File: src/rtl/div_iter_pkg.sv
// rtl/div_iter_pkg.sv - state encoding and handshake constants for div_iter
package div_iter_pkg;

  typedef enum logic [1:0] {
    DIV_FREE    = 2'b00,
    DIV_BY_ZERO = 2'b01,
    DIV_ON      = 2'b10,
    DIV_END     = 2'b11
  } div_state_e;

  localparam logic DIV_RESULT_READY     = 1'b1;
  localparam logic DIV_RESULT_NOT_READY = 1'b0;
  localparam logic DIV_START            = 1'b1;
  localparam logic DIV_STOP             = 1'b0;

endpackage

File: src/rtl/div_iter.sv
// rtl/div_iter.sv - multi-cycle restoring divider, one quotient bit per clock
module div_iter
  import div_iter_pkg::*;
#(
  parameter int WIDTH = 32
) (
  input  logic                 clk,
  input  logic                 rst,
  input  logic                 signed_div_i,
  input  logic [WIDTH-1:0]     opdata1_i,
  input  logic [WIDTH-1:0]     opdata2_i,
  input  logic                 start_i,
  input  logic                 annul_i,
  output logic [2*WIDTH-1:0]   result_o,
  output logic                 ready_o,
  output logic                 busy_o
);

  localparam int CW = $clog2(WIDTH) + 1;

  div_state_e         state_q, state_d;
  logic [CW-1:0]      cnt_q;
  logic [WIDTH-1:0]   rem_q;
  // Holds the dividend magnitude; quotient bits shift in from the LSB as
  // dividend bits leave from the MSB, so after WIDTH steps it is the quotient.
  // On divide-by-zero it keeps the raw dividend for the remainder field.
  logic [WIDTH-1:0]   dq_q;
  logic [WIDTH-1:0]   dvs_q;
  logic               mode_q, sign1_q, sign2_q;
  logic [2*WIDTH-1:0] result_q;
  logic               ready_q, busy_q;

  logic               accept, div_zero, last_step;
  logic [WIDTH-1:0]   abs1, abs2;
  logic [WIDTH:0]     rem_shift;
  logic               ge;
  logic [WIDTH-1:0]   rem_nx, dq_nx, q_fix, r_fix;

  assign accept    = (start_i == DIV_START) && !annul_i;
  assign div_zero  = (opdata2_i == '0);
  assign last_step = (cnt_q == CW'(WIDTH - 1));
  assign abs1      = (signed_div_i && opdata1_i[WIDTH-1]) ? -opdata1_i : opdata1_i;
  assign abs2      = (signed_div_i && opdata2_i[WIDTH-1]) ? -opdata2_i : opdata2_i;

  // One extra remainder bit keeps the compare correct when the divisor MSB is set.
  assign rem_shift = {rem_q, dq_q[WIDTH-1]};
  assign ge        = (rem_shift >= {1'b0, dvs_q});
  assign rem_nx    = ge ? WIDTH'(rem_shift - {1'b0, dvs_q}) : rem_shift[WIDTH-1:0];
  assign dq_nx     = {dq_q[WIDTH-2:0], ge};
  assign q_fix     = (mode_q && (sign1_q ^ sign2_q)) ? -dq_nx : dq_nx;
  assign r_fix     = (mode_q && sign1_q) ? -rem_nx : rem_nx;

  assign result_o  = result_q;
  assign ready_o   = ready_q;
  assign busy_o    = busy_q;

  // State register; reset overrides any state, including mid-division.
  always_ff @(posedge clk) begin
    if (!rst) state_q <= DIV_FREE;
    else      state_q <= state_d;
  end

  // Next-state logic; annul aborts any non-idle state back to FREE.
  always_comb begin
    state_d = state_q;
    unique case (state_q)
      DIV_FREE: begin
        if (accept) state_d = div_zero ? DIV_BY_ZERO : DIV_ON;
      end
      DIV_BY_ZERO: begin
        if (annul_i)                state_d = DIV_FREE;
        else if (cnt_q == CW'(1))   state_d = DIV_END;
      end
      DIV_ON: begin
        if (annul_i)        state_d = DIV_FREE;
        else if (last_step) state_d = DIV_END;
      end
      DIV_END: begin
        if (annul_i || start_i == DIV_STOP) state_d = DIV_FREE;
      end
      default: state_d = DIV_FREE;
    endcase
  end

  // Datapath and registered outputs; result is zero outside END and frozen in END.
  always_ff @(posedge clk) begin
    if (!rst) begin
      cnt_q    <= '0;
      rem_q    <= '0;
      dq_q     <= '0;
      dvs_q    <= '0;
      mode_q   <= 1'b0;
      sign1_q  <= 1'b0;
      sign2_q  <= 1'b0;
      result_q <= '0;
      ready_q  <= DIV_RESULT_NOT_READY;
      busy_q   <= 1'b0;
    end else begin
      ready_q <= (state_d == DIV_END) ? DIV_RESULT_READY : DIV_RESULT_NOT_READY;
      busy_q  <= (state_d == DIV_BY_ZERO) || (state_d == DIV_ON);
      if (state_d != DIV_END)           result_q <= '0;
      else if (state_q == DIV_BY_ZERO)  result_q <= {dq_q, {WIDTH{1'b1}}};
      else if (state_q == DIV_ON)       result_q <= {r_fix, q_fix};
      unique case (state_q)
        DIV_FREE: begin
          if (accept) begin
            cnt_q   <= '0;
            rem_q   <= '0;
            dq_q    <= div_zero ? opdata1_i : abs1;
            dvs_q   <= abs2;
            mode_q  <= signed_div_i;
            sign1_q <= opdata1_i[WIDTH-1];
            sign2_q <= opdata2_i[WIDTH-1];
          end
        end
        DIV_BY_ZERO: cnt_q <= cnt_q + CW'(1);
        DIV_ON: begin
          if (!annul_i) begin
            rem_q <= rem_nx;
            dq_q  <= dq_nx;
            cnt_q <= cnt_q + CW'(1);
          end
        end
        default: ;
      endcase
    end
  end

endmodule
File: config.mk
export PLATFORM = sky130hd
export DESIGN_NAME = div_iter
export DESIGN_NICKNAME = d
export VERILOG_FILES = /design/src/rtl/div_iter_pkg.sv /design/src/rtl/div_iter.sv
export SDC_FILE = /design/constraint.sdc
export NUM_CORES = 1
export LEC_CHECK = 0
export CORE_AREA = 2 2 137 239
export CTS_BUF_LIST = sky130_fd_sc_hd__clkbuf_8
export DETAILED_ROUTE_END_ITERATION = 12
export DIE_AREA = 0 0 139 241
export PLACE_DENSITY = 0.57
export SLEW_MARGIN = 15
export SYNTH_ARGS = -nofsm -noshare
export SYNTH_HDL_FRONTEND = slang
export SYNTH_SLANG_ARGS = --single-unit
export TNS_END_PERCENT = 50
File: constraint.sdc
create_clock -name clk -period 10.3 [get_ports clk]
set_clock_uncertainty 0.1 [all_clocks]
set_input_delay 1.545 -clock clk [delete_from_list [all_inputs] [get_ports clk]]
set_output_delay 1.545 -clock clk [all_outputs]
set_load 0.03 [all_outputs]
==> results.toml, run 1 <==
[logic_synthesis]
synthCells = 1613
synth-seq-cells = 173
synth_flop_cell = "dfxtp_1"
synth-edff-count = 0
ys.warnings.count = 0
yosysSeqAreaShare_pct = 28.6
synth_cell_type_count = 77
syn_nets = 1726
synth_top_area_cell = "dfxtp_1"
ys_top_cells_by_area = "dfxtp_1, o21ai_0, nand2_1"
synth.most_common_cell = "nand2_1"
synth_common_cells = "nand2_1, dfxtp_1, o21ai_0"
avgSynthCellArea_um2 = 7.52
async_flop_share_pct = 0
syn_area_mm2 = 0.0121
netlist.area_leader.share_pct = 28.6

[placement]
dp_hpwl_mm = 30.1
placed_area_mm2 = 0.0136
io_buffers = 134
gp_congestion = 0.940

[power_and_ir_drop]
p_int_mw = 1.02
clock_power_share_pct = 31.0
combinationalPowerShare_pct = 24.1
switching_share_pct = 36.3
total_power_mw = 1.60
ir_drop_mv = 0.0866
powerDensity_mw_per_mm2 = 114
power.leakage_nw = 5.26
power.share.sequential_pct = 44.9
p_sw_mw = 0.579

[sta]
tns_ns = 0
drv_slew = 0
relSlewSlack_pct = 30.3
hold_viol_final = 0
setup-violations-final = 0
min_period_ns = 6.26
rsz0062_at_grt = "false"
worstMarginPinSlew_ns = 1.05
period_share_pct = 60.8
max_freq_mhz = 160

[setup_path]
crit_start = "opdata2_i[9]"
end_kind = "flip-flop"
crit_fanout = 53
critPathLaunchType = "primary input"
worstPathArrival_ns = 6.56
critical_path_class = "in2reg"
cp_data_required_time_ns = 10.60
r2r_start = "dq_q[31]"

[detailed_routing]
drt_iter0_drc = 725
first_pass_iters = 6
totalWireLength_mm = 39.4
vias = 11800
drcViolationCount = 0
wl_per_cell_um = 19.0
via_per_inst = 5.65
ant_nets = 0

[clock_network]
cts_root_buf = "clkbuf_8"
cts_tree = "built"
cts_resized = 0
post_cts_buffers = 0
insertion_delay_ns = 0.52
cts_max_level = 4
hold_buffers = 0
clk_pin_slew_ns = 0.11
cts_buffer_depth = 2
cts.sinks = 173
cts_made_buffers = 17

[grt]
grt_pass1_wl_mm = 61.1
grt_max_degree = 106
grt_pass1_vias = 11300
antenna_found_initial = 1
overflow = 0
grt_use_total_pct = 23.2

[die]
start_util_pct = 38.6
rows = 86
die_height_um = 241
fp.dieW_um = 139
die-area_mm2 = 0.0335
ios = 135
core_mm2 = 0.0314

[flow_run]
maxCapViolCount = 0

[layout]
design_area_mm2 = 0.0140
areaGrowthSynthToFinish_pct = 15.7
final_core_util_pct = 44.7
fin_nets = 1782
layout-drive-gt1-share_pct = 4.46

[outcome]
status = "complete, no violations"

[min_path]
min_from = "result_o[43]"
hold_class = "reg2reg"
==> placed cells by master (no fill, tap or decap), types with 12 or more instances in the layout <==
master and instances:
xnor2_1 67, xor2_1 66, a21boi_0 21, nor2_1 88
o211ai_1 17, clkdlybuf4s50_1 133, nand2_1 212, a21oi_1 146
nor3_1 31, dfxtp_1 173, a31oi_1 16, or3_1 14
or4_1 18, inv_1 54, nand4_1 17, nor2b_1 24
nand2b_1 13, ha_1 40, o31ai_1 23, nand3_1 31
a211oi_1 14, o21ai_0 164, mux2i_1 31, o211a_1 35
and2_1 35, buf_4 12, nor4_1 14, clkbuf_8 17
o21a_1 13
==> flip-flops by register name, summed over array words and instances (netlist names) <==
name      count
sign2_q       1
result_o     64
busy_o        1
ready_o       1
sign1_q       1
rem_q        32
dq_q         32
mode_q        1
state_q       2
dvs_q        32
cnt_q         6
==> logic make-up after synthesis <==
kind of cell               after synthesis  share of synthesized area, %
AOI/OAI and AO/OA                      530                          27.6
xor gates and xnor gates               133                          9.60
adders and majority gates               44                          4.60
buffers and inverters                  164                          5.37
DFF                                    173                          28.6
muxes                                   33                          2.74
and+or+nand+nor                        536                          21.5
==> critical path: stages <==
cell             delay [ns]
clkdlybuf4s50_1        0.47
or4_1                  0.62
nor4_2                 0.22
nand2b_1               0.14
nor3_2                 0.28
nand3_1                0.24
or4_1                  0.68
a31oi_1                0.23
o32ai_1                0.13
ha_1                   0.20
nand2_1                0.41
inv_2                  0.46
nand2_1                0.33
nor3_1                 0.07
and3_1                 0.21
a221oi_1               0.20
o21ai_0                0.12
==> per-layer routing <==
metal  vias up  part of all wire [%]  GRT usage, %
met4         0                   5.4          13.1
met5         -                     0             0
li1       5878                     -             -
met2       287                    53          44.3
met3        90                   3.2          2.80
met1      5498                    39          24.3
==> final timing paths <==
check | end | slack, ns | cells past startpoint
max | result_o[59] | 4.04 | 17
min | result_o[43] | 0.40 | 1
max reg2reg | result_o[62] | 4.70 | 20
min reg2reg | result_o[43] | 0.40 | 1
==> power groups by stage <==
| stage | registers [mW] | logic, mW | clock network, mW |
|---|---|---|---|
| 6_report | 0.716 | 0.385 | 0.494 |
| 5_1_grt | 0.718 | 0.426 | 0.529 |
| 4_1_cts | 0.716 | 0.384 | 0.506 |
| 3_5_place_dp | 0.732 | 0.382 | 0 |
| 3_3_place_gp | 0.731 | 0.379 | 0 |
| 2_1_floorplan | 0.715 | 0.271 | 0 |
==> layout make-up <==
class | instances | area, um^2
Timing Repair Buffer | 146 | 1430
Inverter | 55 | 206
Sequential cell | 173 | 3460
Tap cell | 396 | 495
Clock buffer | 17 | 234
Clock inverter | 15 | 166
Multi-Input combinational cell | 1276 | 8040
Antenna cell | 1 | 2.50
Fill cell | 3292 | 17400
==> per-stage QoR <==
step / instances / worst slack, ns / hold WS (ns)
2_1_floorplan: 1613 / 5.13 / 0.341
3_3_place_gp: 2046 / 3.59 / 0.374
3_5_place_dp: 2046 / 3.52 / 0.376
4_1_cts: 2078 / 4.08 / 0.400
5_1_grt: 2079 / 3.65 / 0.425
6_report: 2079 / 4.04 / 0.401
Power figures use the tool's default switching activity.
==> inputs of run 2 (changes only) <==
==> constraint.sdc (replaced) <==
create_clock -name clk -period 6.4 [get_ports clk]
set_clock_uncertainty 0.1 [all_clocks]
set_input_delay 0.96 -clock clk [delete_from_list [all_inputs] [get_ports clk]]
set_output_delay 0.96 -clock clk [all_outputs]
set_load 0.03 [all_outputs]
==> results.toml, run 2 (synthesis gave the netlist of run 1 again) <==
[layout]
final_common_cell = "nand2_1"
final_cell_mix = "nand2_1, dfxtp_1, o21ai_0"
fin_nets = 1783
ff_latch_area_mm2 = 0.00346
areaGrowthSynthToFinish_pct = 15.5
multi_input_area_mm2 = 0.00804
nFillCells = 3316
largest_register_ff_count = 64
layout-drive-gt1-share_pct = 4.46
fin_cells = 2079

[detailed_routing]
wl_met3_mm = 1.48
wl_per_cell_um = 18.8
ant_nets = 0
totalWireLength_mm = 39.2
drcViolationCount = 0
drt_iter0_drc = 763
top_layer_used = "met4"
met1Wirelength_mm = 15.2
wl_met2_mm = 20.9
first_pass_iters = 5
via_per_inst = 5.66
vias = 11800

[setup_path]
max_stage_delay_ns = 0.44
cp_data_required_time_ns = 6.69
crit_fanout = 9
critPathLaunchType = "flip-flop"
r2r_cells = 18
critical_path_class = "reg2reg"
critPathMostFrequentCell = "ha_1"
end_kind = "flip-flop"
cp_slowest_cell = "ha_1"
r2r_slack_ns = 1.06
r2r_start = "rem_q[19]"
worstPathArrival_ns = 5.63
regToRegEndpoint = "result_o[62]"
crit_path_cell_trace = "ha_1, a211oi_1, nor2_1, o31a_1, a211oi_2, nand2_2, o21ai_0, ha_1, and3_1, nand2_1, or3_1, nor4_1, a31oi_2, a211oi_4, nand3_2, o41ai_2, xnor2_1, o22ai_2"

[clock_network]
post_cts_buffers = 0
cts_resized = 0
cts.sinks = 173
cts_buffer_depth = 2
cts_made_buffers = 17
insertion_delay_ns = 0.50
clk_pin_slew_ns = 0.10
cts_tree = "built"
hold_buffers = 0
cts_max_level = 4
cts_root_buf = "clkbuf_8"

[sta]
rsz0062_at_grt = "false"
finalWorstSetupSlack_ns = 1.06
relSlewSlack_pct = 32.1
setup-violations-final = 0
period_share_pct = 83.5
worstMarginPinSlew_ns = 1.02
fin_hold_ws_ns = 0.392
max_freq_mhz = 187
hold_viol_final = 0
tns_ns = 0
min_period_ns = 5.34
drv_slew = 0

[power_and_ir_drop]
p_sw_mw = 0.882
combinationalPowerShare_pct = 24.4
total_power_mw = 2.54
powerDensity_mw_per_mm2 = 181
clock_power_share_pct = 30.2
ir_drop_mv = 0.137
power.share.sequential_pct = 45.4
power.leakage_nw = 5.25
switching_share_pct = 34.8
p_int_mw = 1.65

[placement]
gp_congestion = 0.952
io_buffers = 134
dp_cells = 2047
dp_hpwl_mm = 30.1
place_ws_ns = 0.900

[grt]
grt_pass1_vias = 11200
grt_use_total_pct = 23.0
grt_pass1_wl_mm = 60.9
overflow = 0
antenna_found_initial = 1
grt_max_degree = 106

[min_path]
worstHoldPathCells = 2
hold_class = "reg2reg"
min_to = "dvs_q[31]"
min_from = "dvs_q[31]"

[die]
die-area_mm2 = 0.0335
start_util_pct = 38.6
die_height_um = 241
core_mm2 = 0.0314
ios = 135
fp.dieW_um = 139
rows = 86

[flow_run]
maxCapViolCount = 0

[outcome]
status = "complete, no violations"
==> run 2: routing by layer <==
| layer | vias to the layer above | track usage [%] |
|---|---|---|
| met5 | - | 0 |
| met1 | 5495 | 24.8 |
| met3 | 75 | 2.74 |
| li1 | 5866 | - |
| met4 | 0 | 10.9 |
| met2 | 321 | 44.3 |
==> run 2: final cells by class <==
| type | instances | area share, % |
|---|---|---|
| multi-input combinational | 1276 | 57.4 |
| timing repair buffer | 147 | 10.2 |
| clock inverter | 14 | 0.965 |
| clock buffer | 17 | 1.67 |
| inverter | 55 | 1.47 |
| tap | 396 | 3.54 |
| sequential | 173 | 24.7 |
| antenna | 1 | 0.0179 |
==> run 2: how the worst max path moves through the flow <==
| stage | from | endpoint | slack [ns] |
|---|---|---|---|
| final | rem_q[19] | result_o[62] | 1.06 |
| after global routing | rem_q[19] | result_o[62] | 0.65 |
| after CTS | rem_q[19] | result_o[62] | 1.07 |
| after detailed placement | opdata2_i[9] | result_o[59] | 0.90 |
| after global placement | opdata2_i[9] | result_o[59] | 0.99 |
| after floorplan | dvs_q[13] | result_o[62] | 1.23 |
==> run 2: power by group through the flow <==
stage / logic (mW) / registers [mW] / clock network, mW
4_1_cts: 0.618 / 1.15 / 0.789
3_3_place_gp: 0.611 / 1.18 / 0
3_5_place_dp: 0.615 / 1.18 / 0
5_1_grt: 0.687 / 1.15 / 0.822
6_report: 0.619 / 1.15 / 0.765
2_1_floorplan: 0.436 / 1.15 / 0
==> run 2: through the flow <==
stage	area, um^2	util [%]
2_1_floorplan	12100	-
3_3_place_gp	13600	43.4
3_5_place_dp	13600	43.4
4_1_cts	14000	44.6
5_1_grt	14000	44.6
6_report	14000	44.6
==> run 2: critical path: cells and delay by family, from the launching register on <==
kind / cells / cell delay (ns)
AO/OA/AOI/OAI: 8 / 2.46
XOR/XNOR: 1 / 0.19
adder cells (fa/ha/maj): 2 / 0.74
flip-flops: 1 / 0.38
AND/OR/NAND/NOR: 7 / 1.39
==> inputs of run 3 (changes only) <==
--- a/config.mk
+++ b/config.mk
@@ -9,7 +9,7 @@
 export CTS_BUF_LIST = sky130_fd_sc_hd__clkbuf_8
 export DETAILED_ROUTE_END_ITERATION = 12
 export DIE_AREA = 0 0 139 241
-export PLACE_DENSITY = 0.57
+export PLACE_DENSITY = 0.59
 export SLEW_MARGIN = 15
 export SYNTH_ARGS = -nofsm -noshare
 export SYNTH_HDL_FRONTEND = slang
==> constraint.sdc (replaced) <==
create_clock -name clk -period 4.4 [get_ports clk]
set_clock_uncertainty 0.1 [all_clocks]
set_input_delay 0.66 -clock clk [delete_from_list [all_inputs] [get_ports clk]]
set_output_delay 0.66 -clock clk [all_outputs]
set_load 0.03 [all_outputs]
==> results.toml, run 3 (synthesis gave the netlist of run 1 again) <==
[layout]
largest_register_ff_count = 64
layout-drive-gt1-share_pct = 20.7
fin_nets = 2011
ff_latch_area_mm2 = 0.00350
multi_input_area_mm2 = 0.00850
final_core_util_pct = 52.0
nFillCells = 3111
areaGrowthSynthToFinish_pct = 34.7
final_common_cell = "buf_4"
design_area_mm2 = 0.0163
fin_cells = 2308
final_cell_mix = "buf_4, nand2_1, o21ai_0"

[power_and_ir_drop]
power.leakage_nw = 6.48
powerDensity_mw_per_mm2 = 248
total_power_mw = 4.06
ir_drop_mv = 0.212

[sta]
rsz0062_at_grt = "true"
finalWorstSetupSlack_ns = -0.00785
min_period_ns = 4.41
drv_slew = 0
hold_viol_final = 0
relSlewSlack_pct = 39.6
tns_ns = -0.0139
fin_hold_ws_ns = 0.393
period_share_pct = 100
setup-violations-final = 2
worstMarginPinSlew_ns = 0.903
max_freq_mhz = 227

[clock_network]
hold_buffers = 0
cts_max_level = 4
cts_root_buf = "clkbuf_8"
cts.sinks = 173
cts_made_buffers = 17
clk_pin_slew_ns = 0.11
cts_tree = "built"
insertion_delay_ns = 0.52
cts_buffer_depth = 2

[die]
fp.dieW_um = 139
die-area_mm2 = 0.0335
die_height_um = 241
rows = 86
start_util_pct = 38.6
core_mm2 = 0.0314
ios = 135

[setup_path]
cp_data_required_time_ns = 4.67
crit_fanout = 7
critical_path_class = "reg2reg"
worstPathArrival_ns = 4.67
critPathLaunchType = "flip-flop"
end_kind = "flip-flop"

[detailed_routing]
via_per_inst = 5.51
wl_per_cell_um = 18.1
drcViolationCount = 0
top_layer_used = "met4"
ant_nets = 0
totalWireLength_mm = 41.8
vias = 12700
drt_iter0_drc = 781
met1Wirelength_mm = 15.8
wl_met3_mm = 1.17
first_pass_iters = 5
wl_met2_mm = 22.2

[outcome]
violations = "setup timing"
status = "finished, violations left"

[grt]
grt_max_degree = 96
overflow = 0
antenna_found_initial = 1
grt_use_total_pct = 24.8
grt_pass1_vias = 12500
grt_pass1_wl_mm = 65.8

[placement]
dp_hpwl_mm = 32.4
placed_area_mm2 = 0.0152
gp_congestion = 0.936
io_buffers = 134
dp_cells = 2246
place_ws_ns = -0.227

[flow_run]
maxCapViolCount = 0

[min_path]
hold_class = "reg2reg"
[run 3: worst paths after layout]
path / startpoint / cells after the start / slack (ns) / to
hold reg to reg: dvs_q[31] / 2 / 0.39 / dvs_q[31]
hold / removal: dvs_q[31] / 2 / 0.39 / dvs_q[31]
setup reg to reg: rem_q[12] / 22 / -0.008 / result_o[50]
setup / recovery: rem_q[12] / 22 / -0.008 / result_o[50]
[run 3: critical path, stage by stage (launching register included)]
cell and delay, ns:
dfxtp_2 0.36, ha_1 0.32, buf_6 0.14, nand4_1 0.13
or3_1 0.41, a21oi_2 0.17, o211ai_2 0.11, nand2_2 0.13
buf_4 0.14, mux2i_4 0.25, ha_4 0.17, and3_4 0.19
nand2_4 0.05, or3_4 0.41, nor4_4 0.19, a31oi_4 0.08
a211oi_4 0.27, buf_4 0.18, buf_6 0.08, o21a_1 0.12
nor3_2 0.05, a21oi_1 0.13, a21oi_1 0.08
[run 3: layer usage]
| layer | vias to the layer above | GRT usage (%) |
|---|---|---|
| li1 | 6323 | - |
| met1 | 5957 | 25.4 |
| met2 | 321 | 47.7 |
| met3 | 115 | 2.92 |
| met4 | 0 | 15.7 |
| met5 | - | 0 |
[run 3: power by group]
group	switching [mW]	internal [mW]	total [mW]	leakage [nW]
registers	0.0664	1.61	1.68	1.41
clock network	0.705	0.477	1.18	0.207
logic	0.649	0.553	1.20	4.86
[run 3: final cells by class]
cell class / count / area share, %
Antenna cell: 1 / 0.0153
Clock buffer: 17 / 1.43
Clock inverter: 15 / 1.05
Inverter: 55 / 1.26
Multi-Input combinational cell: 1276 / 52.0
Sequential cell: 173 / 21.4
Tap cell: 396 / 3.03
Timing Repair Buffer: 375 / 19.8
[run 3: what timing repair did]
item	CTS	global route
pin swaps	27	26
buffers inserted	24	6
gates resized for setup	57	54
setup endpoints to repair	9	21
